===== src/rtl/jml_i2c_sync_if.sv =====
// rtl/jml_i2c_sync_if.sv - register bridge bus between the I2C target and a register file
interface jml_i2c_sync_if #(
    parameter int ADDR_W = 6
);
    logic [ADDR_W-1:0] addr;
    logic              read;
    logic              write;
    logic [7:0]        write_data;
    logic [7:0]        read_data;

    // The I2C target owns the request side of the bridge
    modport master (
        output addr,
        output read,
        output write,
        output write_data,
        input  read_data
    );

    // The register file answers reads
    modport slave (
        input  addr,
        input  read,
        input  write,
        input  write_data,
        output read_data
    );
endinterface


===== src/rtl/jml_i2c_sync.sv =====
// rtl/jml_i2c_sync.sv - oversampled I2C target with register read/write bridge
module jml_i2c_sync #(
    parameter logic [6:0] MYI2C_ADDR = 7'h10,
    parameter int         ADDR_W     = 6,
    parameter int         FILT       = 3
) (
    input  logic           clk,
    input  logic           reset_n,
    input  logic           scl,
    input  logic           sda,
    output logic           sda_drv_lo,
    jml_i2c_sync_if.master bus
);

    localparam logic [3:0] IDLE      = 4'd0;
    localparam logic [3:0] DEV_ADDR  = 4'd1;
    localparam logic [3:0] DEV_ACK   = 4'd2;
    localparam logic [3:0] REG_ADDR  = 4'd3;
    localparam logic [3:0] REG_ACK   = 4'd4;
    localparam logic [3:0] WDATA     = 4'd5;
    localparam logic [3:0] WDATA_ACK = 4'd6;
    localparam logic [3:0] RDATA     = 4'd7;
    localparam logic [3:0] RDATA_ACK = 4'd8;

    // Filter counter terminal value: output flips on the FILT-th differing sample
    localparam logic [2:0] FILT_LAST = 3'(FILT - 1);

    logic [1:0]        scl_sync;
    logic [1:0]        sda_sync;
    logic [2:0]        scl_cnt;
    logic [2:0]        sda_cnt;
    logic              scl_f;
    logic              sda_f;
    logic              scl_d;
    logic              sda_d;

    logic              scl_rise;
    logic              scl_fall;
    logic              start_evt;
    logic              stop_evt;

    logic [3:0]        state;
    logic [3:0]        bit_cnt;
    logic [7:0]        shift;
    logic [7:0]        byte_in;
    logic              byte_done;
    logic              rw;
    logic [1:0]        rd_ph;
    logic              drv;
    logic [ADDR_W-1:0] addr_q;
    logic              read_q;
    logic              write_q;
    logic [7:0]        wdata_q;

    // SCL: two-flop synchronizer followed by a consecutive-sample glitch filter
    always_ff @(posedge clk) begin
        if (!reset_n) begin
            scl_sync <= 2'b11;
            scl_cnt  <= 3'd0;
            scl_f    <= 1'b1;
        end else begin
            scl_sync <= {scl_sync[0], scl};
            if (scl_sync[1] == scl_f) begin
                scl_cnt <= 3'd0;
            end else if (scl_cnt == FILT_LAST) begin
                scl_f   <= scl_sync[1];
                scl_cnt <= 3'd0;
            end else begin
                scl_cnt <= scl_cnt + 3'd1;
            end
        end
    end

    // SDA: same synchronizer and filter so both pins see identical latency
    always_ff @(posedge clk) begin
        if (!reset_n) begin
            sda_sync <= 2'b11;
            sda_cnt  <= 3'd0;
            sda_f    <= 1'b1;
        end else begin
            sda_sync <= {sda_sync[0], sda};
            if (sda_sync[1] == sda_f) begin
                sda_cnt <= 3'd0;
            end else if (sda_cnt == FILT_LAST) begin
                sda_f   <= sda_sync[1];
                sda_cnt <= 3'd0;
            end else begin
                sda_cnt <= sda_cnt + 3'd1;
            end
        end
    end

    // Previous filtered values for single-clk edge and start/stop events
    always_ff @(posedge clk) begin
        if (!reset_n) begin
            scl_d <= 1'b1;
            sda_d <= 1'b1;
        end else begin
            scl_d <= scl_f;
            sda_d <= sda_f;
        end
    end

    assign scl_rise  = scl_f & ~scl_d;
    assign scl_fall  = ~scl_f & scl_d;
    assign start_evt = sda_d & ~sda_f & scl_f;
    assign stop_evt  = ~sda_d & sda_f & scl_f;

    assign byte_in   = {shift[6:0], sda_f};
    assign byte_done = scl_rise && (bit_cnt == 4'd7);

    // Protocol FSM, bridge strobes and open-drain SDA control
    always_ff @(posedge clk) begin
        if (!reset_n) begin
            state   <= IDLE;
            bit_cnt <= 4'd0;
            shift   <= 8'h00;
            rw      <= 1'b0;
            rd_ph   <= 2'd0;
            drv     <= 1'b0;
            addr_q  <= '0;
            read_q  <= 1'b0;
            write_q <= 1'b0;
            wdata_q <= 8'h00;
        end else begin
            read_q  <= 1'b0;
            write_q <= 1'b0;
            // Address auto-increments the clk after each write strobe
            if (write_q) begin
                addr_q <= addr_q + 1'b1;
            end

            if (start_evt) begin
                state   <= DEV_ADDR;
                bit_cnt <= 4'd0;
                drv     <= 1'b0;
                rd_ph   <= 2'd0;
            end else if (stop_evt) begin
                state   <= IDLE;
                bit_cnt <= 4'd0;
                drv     <= 1'b0;
                rd_ph   <= 2'd0;
            end else begin
                // Read fetch: strobe, then capture read_data, then present bit 7
                case (rd_ph)
                    2'd1: rd_ph <= 2'd2;
                    2'd2: begin
                        shift <= bus.read_data;
                        rd_ph <= 2'd3;
                    end
                    2'd3: begin
                        drv   <= ~shift[7];
                        rd_ph <= 2'd0;
                    end
                    default: ;
                endcase

                case (state)
                    DEV_ADDR: begin
                        if (scl_rise) begin
                            shift   <= byte_in;
                            bit_cnt <= bit_cnt + 4'd1;
                        end
                        if (byte_done) begin
                            bit_cnt <= 4'd0;
                            rw      <= byte_in[0];
                            state   <= (byte_in[7:1] == MYI2C_ADDR) ? DEV_ACK : IDLE;
                        end
                    end
                    REG_ADDR: begin
                        if (scl_rise) begin
                            shift   <= byte_in;
                            bit_cnt <= bit_cnt + 4'd1;
                        end
                        if (byte_done) begin
                            bit_cnt <= 4'd0;
                            addr_q  <= byte_in[ADDR_W-1:0];
                            state   <= REG_ACK;
                        end
                    end
                    WDATA: begin
                        if (scl_rise) begin
                            shift   <= byte_in;
                            bit_cnt <= bit_cnt + 4'd1;
                        end
                        if (byte_done) begin
                            bit_cnt <= 4'd0;
                            wdata_q <= byte_in;
                            write_q <= 1'b1;
                            state   <= WDATA_ACK;
                        end
                    end
                    DEV_ACK, REG_ACK, WDATA_ACK: begin
                        // bit_cnt 0: falling edge after bit 8 starts the ACK;
                        // bit_cnt 1: the next falling edge ends it
                        if (scl_fall) begin
                            if (bit_cnt == 4'd0) begin
                                drv     <= 1'b1;
                                bit_cnt <= 4'd1;
                            end else begin
                                drv     <= 1'b0;
                                bit_cnt <= 4'd0;
                                if (state == DEV_ACK && rw) begin
                                    state  <= RDATA;
                                    read_q <= 1'b1;
                                    rd_ph  <= 2'd1;
                                end else if (state == DEV_ACK) begin
                                    state <= REG_ADDR;
                                end else begin
                                    state <= WDATA;
                                end
                            end
                        end
                    end
                    RDATA: begin
                        if (scl_rise) begin
                            bit_cnt <= bit_cnt + 4'd1;
                        end else if (scl_fall && bit_cnt != 4'd0) begin
                            if (bit_cnt == 4'd8) begin
                                drv     <= 1'b0;
                                bit_cnt <= 4'd0;
                                state   <= RDATA_ACK;
                            end else begin
                                shift <= {shift[6:0], 1'b0};
                                drv   <= ~shift[6];
                            end
                        end
                    end
                    RDATA_ACK: begin
                        // Master ACK advances the address; NACK parks in IDLE undriven
                        if (scl_rise) begin
                            if (!sda_f) begin
                                addr_q <= addr_q + 1'b1;
                            end else begin
                                state <= IDLE;
                            end
                        end else if (scl_fall) begin
                            state   <= RDATA;
                            read_q  <= 1'b1;
                            rd_ph   <= 2'd1;
                            bit_cnt <= 4'd0;
                        end
                    end
                    default: ;
                endcase
            end
        end
    end

    assign sda_drv_lo     = drv;
    assign bus.addr       = addr_q;
    assign bus.read       = read_q;
    assign bus.write      = write_q;
    assign bus.write_data = wdata_q;

endmodule


===== src/flat_wrapper.sv =====
// flat-port wrapper written by rule: the top's interface ports become plain ports
module jml_i2c_sync_flat 
#(
    parameter logic [6:0] MYI2C_ADDR = 7'h10,
    parameter int         ADDR_W     = 6,
    parameter int         FILT       = 3
)
  (clk, reset_n, scl, sda, sda_drv_lo, bus_addr, bus_read, bus_write, bus_write_data, bus_read_data);
  jml_i2c_sync_if #(.ADDR_W(ADDR_W)) bus_i ();
  input  logic clk;
  input  logic reset_n;
  input  logic scl;
  input  logic sda;
  output logic sda_drv_lo;
  output wire logic [$bits(bus_i.addr)-1:0] bus_addr;
  output wire logic [$bits(bus_i.read)-1:0] bus_read;
  output wire logic [$bits(bus_i.write)-1:0] bus_write;
  output wire logic [$bits(bus_i.write_data)-1:0] bus_write_data;
  input wire logic [$bits(bus_i.read_data)-1:0] bus_read_data;
  assign bus_addr = bus_i.addr;
  assign bus_read = bus_i.read;
  assign bus_write = bus_i.write;
  assign bus_write_data = bus_i.write_data;
  assign bus_i.read_data = bus_read_data;
  jml_i2c_sync #(.MYI2C_ADDR(MYI2C_ADDR), .ADDR_W(ADDR_W), .FILT(FILT)) u_core (.clk(clk), .reset_n(reset_n), .scl(scl), .sda(sda), .sda_drv_lo(sda_drv_lo), .bus(bus_i));
endmodule

===== config.mk =====
export PLATFORM = sky130hd
export DESIGN_NAME = jml_i2c_sync_flat
export DESIGN_NICKNAME = d
export VERILOG_FILES = /design/src/rtl/jml_i2c_sync_if.sv /design/src/rtl/jml_i2c_sync.sv /design/src/flat_wrapper.sv
export SDC_FILE = /design/constraint.sdc
export NUM_CORES = 1
export LEC_CHECK = 0
export CORE_MARGIN = 5
export CORE_UTILIZATION = 37
export CTS_CLUSTER_DIAMETER = 200
export DETAILED_ROUTE_END_ITERATION = 12
export SLEW_MARGIN = 20
export SYNTH_ARGS = -nofsm -noshare
export SYNTH_HDL_FRONTEND = slang
export SYNTH_SLANG_ARGS = --single-unit

===== constraint.sdc =====
create_clock -name clk -period 1.7 [get_ports clk]
set_input_delay 0.34 -clock clk [delete_from_list [all_inputs] [get_ports clk]]
set_output_delay 0.34 -clock clk [all_outputs]
set_load 0.01 [all_outputs]

* After elaboration in Yosys (flattened, before gate mapping)
Cells that the tools add are included.
Operators by class: eq/ne operators 43, multiplexer cells 61, $add $sub $neg 4, bitwise gates (word level) 18, reduce and logical (&&, ||, !) cells 22
Operators with widths (count):
- $mux W4 | 20
- $mux W8 | 5
- $mux W6 | 6
- $ne A4 B1 Y1 const B | 6
- $pmux W4 S6 | 1
- $reduce_and A11 Y1 | 2
- $eq A4 B3 Y1 const B | 5
- $pmux W4 S4 | 1
- $pmux W8 S2 | 1
- $mux W1 | 15
- $reduce_or A3 Y1 | 5
- $ne A2 B1 Y1 const B | 7
- $mux W2 | 6
- $ne A3 B1 Y1 const B | 4
- $not A1 Y1 | 12
- $pmux W6 S2 | 1
- $eq A4 B2 Y1 const B | 2
- $eq A4 B4 Y1 const B | 2
- $reduce_and A4 Y1 | 2
- $reduce_bool A4 Y1 | 2
- $reduce_bool A8 Y1 | 1
- $eq A7 B5 Y1 const B | 1
- $reduce_and A7 Y1 | 1
- $add A3 B1 Y3 const B | 2
- 23 further kinds | 38
Word-level totals: word-level logic and storage cells 167, output and inout port bits 17, register bits 50, input port bits 12

* Longest topological paths before layout
Gate-level depths: netlist of the first run.
word-level depth 8, mapped depth 8, depth with buffers taken out 7

* Worst setup path after synthesis of the first run
No wires, ideal clock.
path type flip-flop to flip-flop, start register u_core.bit_cnt[0], end register u_core.state[1], period minus slack after synthesis 1.835 ns, buffers on the path 0, setup slack -0.135 ns, arrival 1.707 ns, setup time 0.128 ns, cell stages (with the launch flop) 8, required time 1.572 ns, path through dfxtp_1 > inv_1 > ha_1 > nor3b_1 > nor4b_1 > a2bb2oi_4 > o21ai_0 > nor3b_2
Between the ends: longest elaborated chain between the ends 4, elaborated cells on any way between the ends 13, those cells by class 8 x eq/ne; 5 x reduce/logical
RTL lines:
- from (decl) | RTL line jml_i2c_sync.sv:43 | logic [3:0] bit_cnt;
- from (signal assigned) | RTL line jml_i2c_sync.sv:162 | bit_cnt <= bit_cnt + 4'd1;
- from (signal assigned) | RTL line jml_i2c_sync.sv:173 | bit_cnt <= bit_cnt + 4'd1;
- from (signal assigned) | RTL line jml_i2c_sync.sv:184 | bit_cnt <= bit_cnt + 4'd1;
- $eq A4 B3 Y1 or $reduce_bool A4 Y1 (tied branches) | RTL line jml_i2c_sync.sv:110, jml_i2c_sync.sv:218
- $logic_and A1 B1 Y1, on equally long branches | RTL line jml_i2c_sync.sv:110, jml_i2c_sync.sv:218
- $ne A2 B1 Y1 (no line)
- $reduce_and A11 Y1 (no line) *
- to (signal assigned) | RTL line jml_i2c_sync.sv:167 | state <= (byte_in[7:1] == MYI2C_ADDR) ? DEV_ACK : IDLE;
- to (decl) | RTL line jml_i2c_sync.sv:42 | logic [3:0] state;
Every way passes the cells marked *; elsewhere a longest branch is shown, timed or not. A chain may end at the register's enable or synchronous reset.

* Worst setup path after layout of the first run
start register u_core.bit_cnt[1], end register u_core.state[0]
Between the ends: longest elaborated chain between the ends 4, elaborated cells on any way between the ends 13, those cells by class 8 x eq/ne; 5 x reduce/logical
RTL lines (RTL line):
- $eq A4 B3 Y1 or $reduce_bool A4 Y1 (tied branches) | jml_i2c_sync.sv:110, jml_i2c_sync.sv:218
- $logic_and A1 B1 Y1, on equally long branches | jml_i2c_sync.sv:110, jml_i2c_sync.sv:218
- $ne A4 B1 Y1 (no line)
- $reduce_and A11 Y1 (no line) *
Marks and branches as above.

==> impl_metrics.toml, run 1 <==
[setup_path]
end_kind = "flop"
critical_path_class = "reg -> reg"
cp-start-kind = "flop"
cp.required_ns = 1.90
cp.arrival_ns = 2.01
crit_fanout = 6

[global_routing]
overflow = 0
grt_pass1_vias = 2802
antenna_found_initial = 0
grt.total_usage_pct = 17.2
grt_pass1_wl_mm = 13.6
grt_max_degree = 18

[timing]
final.min_clock_period_ns = 1.81
fin_hold_ws_ns = 0.418
relSlewSlack_pct = 72.6
rsz0062_at_grt = "yes"
worstMarginPinSlew_ns = 0.408
finalHoldViolations = 0
report.final.slew_viol_count = 0
final.period_utilization_pct = 106
fin_worst_skew_ns = 0.00220
setup_violations = 6
timing.fmax_mhz = 553
fin_ws_ns = -0.109

[final_layout]
area_growth_pct = 39.9
utilization_pct = 52.7
drive_above_1_share_pct = 31.2
n_fill_cell = 725
finalNetCount = 441
antennaDiodeCount = 0

[floorplan]
ioPinCount = 29
fp.dieH_um = 98.3
initial_utilization_pct = 37.7
rows = 32
die_area_sq_mm = 0.00965
coreArea_sq_mm = 0.00765
die_w_um = 98.3

[power_and_ir_drop]
power.leakage_nw = 1.62
powerDensity_mw_per_mm2 = 783
vdd_ir_drop_max_v = 0.000503

[synth]
synth_edf_count = 0
synth_cell_types = 62
synthCells = 335
yosysWarnings = 0
yosys_register_bits = 50
synthesis.nets = 357
synth_ff_type = "dfxtp_1"
syn_area_sq_mm = 0.00288
async_flop_share_pct = 0
syn_area_per_cell_sq_um = 8.60
yosysSeqAreaShare_pct = 34.7

[outcome]
violations = "negative setup slack"
status = "finished with violations"

[clock_network]
root_buffer = "clkbuf_8"
clkLatencyLatePin_ns = 0.31
hold_buffers = 0
clock-sinks = 50
path_clk_slew_ns = 0.10
clk_path_buf_depth = 2
numCtsBuffers = 5
cts_max_level = 2
cts_tree = "yes"

[placement]
pre_cts_ws_ns = -0.158
place.gp.congestion = 0.937
place_hpwl_mm = 6.21
port_buffers = 28

[job]
drv_cap = 0

[worst_hold_path]
hp-class = "reg -> reg"

[route]
drt-total-wl_mm = 8.16
vias_per_cell = 5.30
firstDrtPassIters = 4
post-route-drc-count = 0
initialDrtViolationCount = 118
vias = 2768
detail-route-antenna-nets = 0
routedWlPerCell_um = 15.6
-- worst max-delay path: stages (launching register included) --
cell,delay (ns)
dfxtp_4,0.39
ha_4,0.13
nand3b_1,0.16
o211ai_2,0.17
or3b_4,0.43
buf_4,0.16
o211ai_1,0.19
nand2_1,0.09
-- worst paths after layout --
path	slack [ns]	depth (start not counted)	end	startpoint
min reg2reg	0.42	1	u_core.scl_sync[1]$_SDFF_PN1_	u_core.scl_sync[0]$_SDFF_PN1_
max reg2reg	-0.11	7	u_core.state[0]$_SDFFE_PN0P_	u_core.bit_cnt[1]$_SDFFE_PP0P_
min	0.42	1	u_core.scl_sync[1]$_SDFF_PN1_	u_core.scl_sync[0]$_SDFF_PN1_
max	-0.11	7	u_core.state[0]$_SDFFE_PN0P_	u_core.bit_cnt[1]$_SDFFE_PP0P_
-- kinds of logic (layout without fill, tap and decap cells) --
group                    count (synthesis)  after routing  synth area share [%]
AO/OA/AOI/OAI                           70             70                  17.7
AND/OR/NAND/NOR                        129            129                  23.3
buffers and inverters                   33            118                  5.21
flip-flops                              50             50                  34.7
multiplexers                            30             30                  10.7
adder cells (fa/ha/maj)                 10             10                  4.34
XOR/XNOR                                13             13                  3.95
-- flip-flops by register name, summed over array words and instances, names as in the netlist, 2 cells and up --
name                   flops
u_core.bus.write_data      8
u_core.shift               8
u_core.bus.addr            6
u_core.bit_cnt             4
u_core.state               4
u_core.scl_cnt             3
u_core.sda_cnt             3
u_core.rd_ph               2
u_core.scl_sync            2
u_core.sda_sync            2
-- stage by stage --
| step | cell area (sq um) | instances | power, mW | TNS [ns] |
|---|---|---|---|---|
| global route | 4030 | 522 | 3.34 | -1.30 |
| finish | 4030 | 522 | 3.15 | -0.288 |
| global placement | 3730 | 511 | 2.15 | -0.995 |
| floorplan | 2910 | 335 | 1.77 | -0.0266 |
| detailed placement | 3730 | 511 | 2.16 | -1.53 |
| CTS | 3930 | 519 | 3.11 | -0.129 |
-- placed cells by master (no fill, tap or decap), types with 3 or more instances in the layout --
| master | n |
|---|---|
| a21oi_1 | 11 |
| a31oi_1 | 7 |
| and3_1 | 3 |
| buf_4 | 66 |
| buf_6 | 3 |
| clkbuf_8 | 5 |
| clkdlybuf4s50_1 | 28 |
| dfxtp_1 | 39 |
| dfxtp_2 | 8 |
| dfxtp_4 | 3 |
| ha_1 | 8 |
| inv_1 | 9 |
| mux2_2 | 7 |
| mux2i_1 | 22 |
| nand2_1 | 25 |
| nand2b_1 | 10 |
| nand3_1 | 10 |
| nand4_1 | 6 |
| nor2_1 | 32 |
| nor2b_1 | 7 |
| nor3_1 | 8 |
| nor3b_2 | 3 |
| o21ai_0 | 8 |
| o21ai_2 | 3 |
| o22ai_1 | 10 |
| xnor2_1 | 5 |
| xor2_1 | 8 |
-- area by class of cell --
class	count	area [sq um]	area share, %
clock buffers	5	68.8	1.71
clock inverters	3	47.5	1.18
inverters	11	41.3	1.02
multi-input cells	252	1870	46.5
flip-flops and latches	50	1020	25.4
well taps	102	128	3.17
repair buffers	99	850	21.1
-- routing by layer --
layer  GRT usage [%]  wire (um)  share of wire, %
met5               0          0                 0
met4            5.78        133               1.6
met3            2.71        229               2.8
met2            29.9       4190                51
met1            21.6       3610                44
-- power by group --
part	leakage (nW)	switching, mW	internal [mW]
combinational	1.15	0.495	0.528
clock	0.0587	0.442	0.447
sequential	0.409	0.0370	1.21
total	1.62	0.974	2.18
-- cells in the mapped netlist, types with 9 or more instances --
| master | instances | share of area, % |
|---|---|---|
| nor2_1 | 34 | 4.4 |
| dfxtp_1 | 50 | 35 |
| o21ai_0 | 11 | 1.9 |
| buf_2 | 9 | 1.6 |
| nor3_1 | 9 | 1.6 |
| o22ai_1 | 10 | 2.2 |
| a21oi_1 | 11 | 1.9 |
| nand2b_1 | 10 | 2.2 |
| nand3_1 | 11 | 1.9 |
| inv_1 | 11 | 1.4 |
| nand2_1 | 26 | 3.4 |
| ha_1 | 10 | 4.3 |
| mux2i_1 | 23 | 8.0 |
-- timing repair --
item / in CTS / in global routing
pin swaps: 9 / 9
hold endpoints to repair: 0 / 0
gates cloned: 0 / 0
gates resized for setup: 23 / 22
setup endpoints to repair: 27 / 31
setup buffers: 0 / 3
No activity file was read; power rests on OpenSTA's default activity.
==> inputs of run 2 (changes only) <==
clock period = 2.3 ns   (was 1.7 ns; I/O delays follow)
==> impl_metrics.toml, run 2 (synthesis results as in run 1) <==
[route]
vias = 2561
routedWlPerCell_um = 15.6
post-route-drc-count = 0
drt-total-wl_mm = 7.33
detail-route-antenna-nets = 0
vias_per_cell = 5.45
initialDrtViolationCount = 124
firstDrtPassIters = 4

[clock_network]
root_buffer = "clkbuf_8"
cts_max_level = 2
clkLatencyLatePin_ns = 0.32
clk_path_buf_depth = 2
path_clk_slew_ns = 0.10
clock-sinks = 50
numCtsBuffers = 5
post-cts-setup-buffers = 0
cts_tree = "yes"
cts_resized = 0
hold_buffers = 0

[floorplan]
die_w_um = 98.3
die_area_sq_mm = 0.00965
initial_utilization_pct = 37.7
fp.dieH_um = 98.3
coreArea_sq_mm = 0.00765
rows = 32
ioPinCount = 29

[timing]
rsz0062_at_grt = "no"
relSlewSlack_pct = 63.7
final.min_clock_period_ns = 2.05
fin_worst_skew_ns = 0.00767
report.final.slew_viol_count = 0
fin_ws_ns = 0.254
finalHoldViolations = 0
setup-tns-final_ns = 0
setup_violations = 0
timing.fmax_mhz = 489
final.period_utilization_pct = 89.0
fin_hold_ws_ns = 0.409
worstMarginPinSlew_ns = 0.544

[setup_path]
critical_path_class = "reg -> reg"
end_kind = "flop"
crit_fanout = 7
cp.arrival_ns = 2.30
cp.required_ns = 2.56
cp-start-kind = "flop"

[global_routing]
grt_max_degree = 21
antenna_found_initial = 0
grt.total_usage_pct = 15.5
grt_pass1_vias = 2459
grt_pass1_wl_mm = 12.2
overflow = 0

[final_layout]
drive_above_1_share_pct = 11.7
layout_common_cells = "dfxtp_1, nor2_1, clkdlybuf4s50_1"
mostFrequentLayoutCell = "dfxtp_1"
area_growth_pct = 19.3
n_fill_cell = 772
antennaDiodeCount = 0
finalNetCount = 390
utilization_pct = 45.0
final_area_sq_mm = 0.00344

[power_and_ir_drop]
vdd_ir_drop_max_v = 0.000315
p_int_mw = 1.40
netSwitchingPower_uw = 620
comb_power_share_pct = 22.8
p_sw_share_pct = 30.7
powerDensity_mw_per_mm2 = 587
power.leakage_nw = 1.32
seqPwrFrac_pct = 46.1
p_clk_share_pct = 31.1

[placement]
port_buffers = 28
place.gp.congestion = 1.00
place_hpwl_mm = 5.46
pre_cts_ws_ns = 0.292
dpl_cell_area_sq_mm = 0.00333

[worst_hold_path]
hp-class = "reg -> reg"

[job]
drv_cap = 0

[outcome]
status = "completed"
run 2: changes by cell type in the layout (fill, tap and decap cells not counted), moves of 3 or more:
cell / delta
o21ai_0: +3
dfxtp_4: -3
buf_6: -3
dfxtp_2: -8
dfxtp_1: +11
buf_4: -46
run 2: layout make-up:
type / instances / area, sq um / area share [%]
Clock inverter: 2 / 38.8 / 1.13
Tap cell: 102 / 128 / 3.71
Clock buffer: 5 / 68.8 / 2.00
Inverter: 11 / 41.3 / 1.20
Timing Repair Buffer: 48 / 430 / 12.5
Multi-Input combinational cell: 252 / 1730 / 50.3
Sequential cell: 50 / 1000 / 29.1
run 2: path summary, 6_finish.rpt:
kind                                   from                             to  slack, ns  cells past startpoint
max reg2reg  u_core.bit_cnt[0]$_SDFFE_PP0P_   u_core.state[3]$_SDFFE_PP0P_       0.25                      6
max          u_core.bit_cnt[0]$_SDFFE_PP0P_   u_core.state[3]$_SDFFE_PP0P_       0.25                      6
min           u_core.scl_sync[0]$_SDFF_PN1_  u_core.scl_sync[1]$_SDFF_PN1_       0.41                      1
min reg2reg   u_core.scl_sync[0]$_SDFF_PN1_  u_core.scl_sync[1]$_SDFF_PN1_       0.41                      1
run 2: per-layer routing:
layer	up-vias	global-route usage, %	wire length, um
li1	1279	-	-
met1	1214	19.7	3340
met2	54	25.7	3530
met3	14	3.21	292
met4	0	6.09	161
met5	-	0	0
run 2: worst max-delay path, cell delays in order, from the launching register on:
cell and delay, ns:
dfxtp_1 0.40, ha_1 0.21, nand3b_1 0.20, o211ai_2 0.18, or3b_1 0.48, or3_1 0.40
a21oi_2 0.11
run 2: power by group through the flow:
| stage | registers, mW | clock network (mW) | logic (mW) |
|---|---|---|---|
| 2_1_floorplan | 0.927 | 0 | 0.360 |
| 3_3_place_gp | 0.948 | 0 | 0.451 |
| 3_5_place_dp | 0.950 | 0 | 0.453 |
| 4_1_cts | 0.930 | 0.651 | 0.455 |
| 5_1_grt | 0.936 | 0.696 | 0.511 |
| 6_report | 0.931 | 0.628 | 0.461 |
run 2: metrics by stage:
| step | power, mW | cells |
|---|---|---|
| after floorplan | 1.29 | 335 |
| after global placement | 1.40 | 463 |
| after detailed placement | 1.40 | 463 |
| after CTS | 2.04 | 470 |
| after global routing | 2.14 | 470 |
| final | 2.02 | 470 |
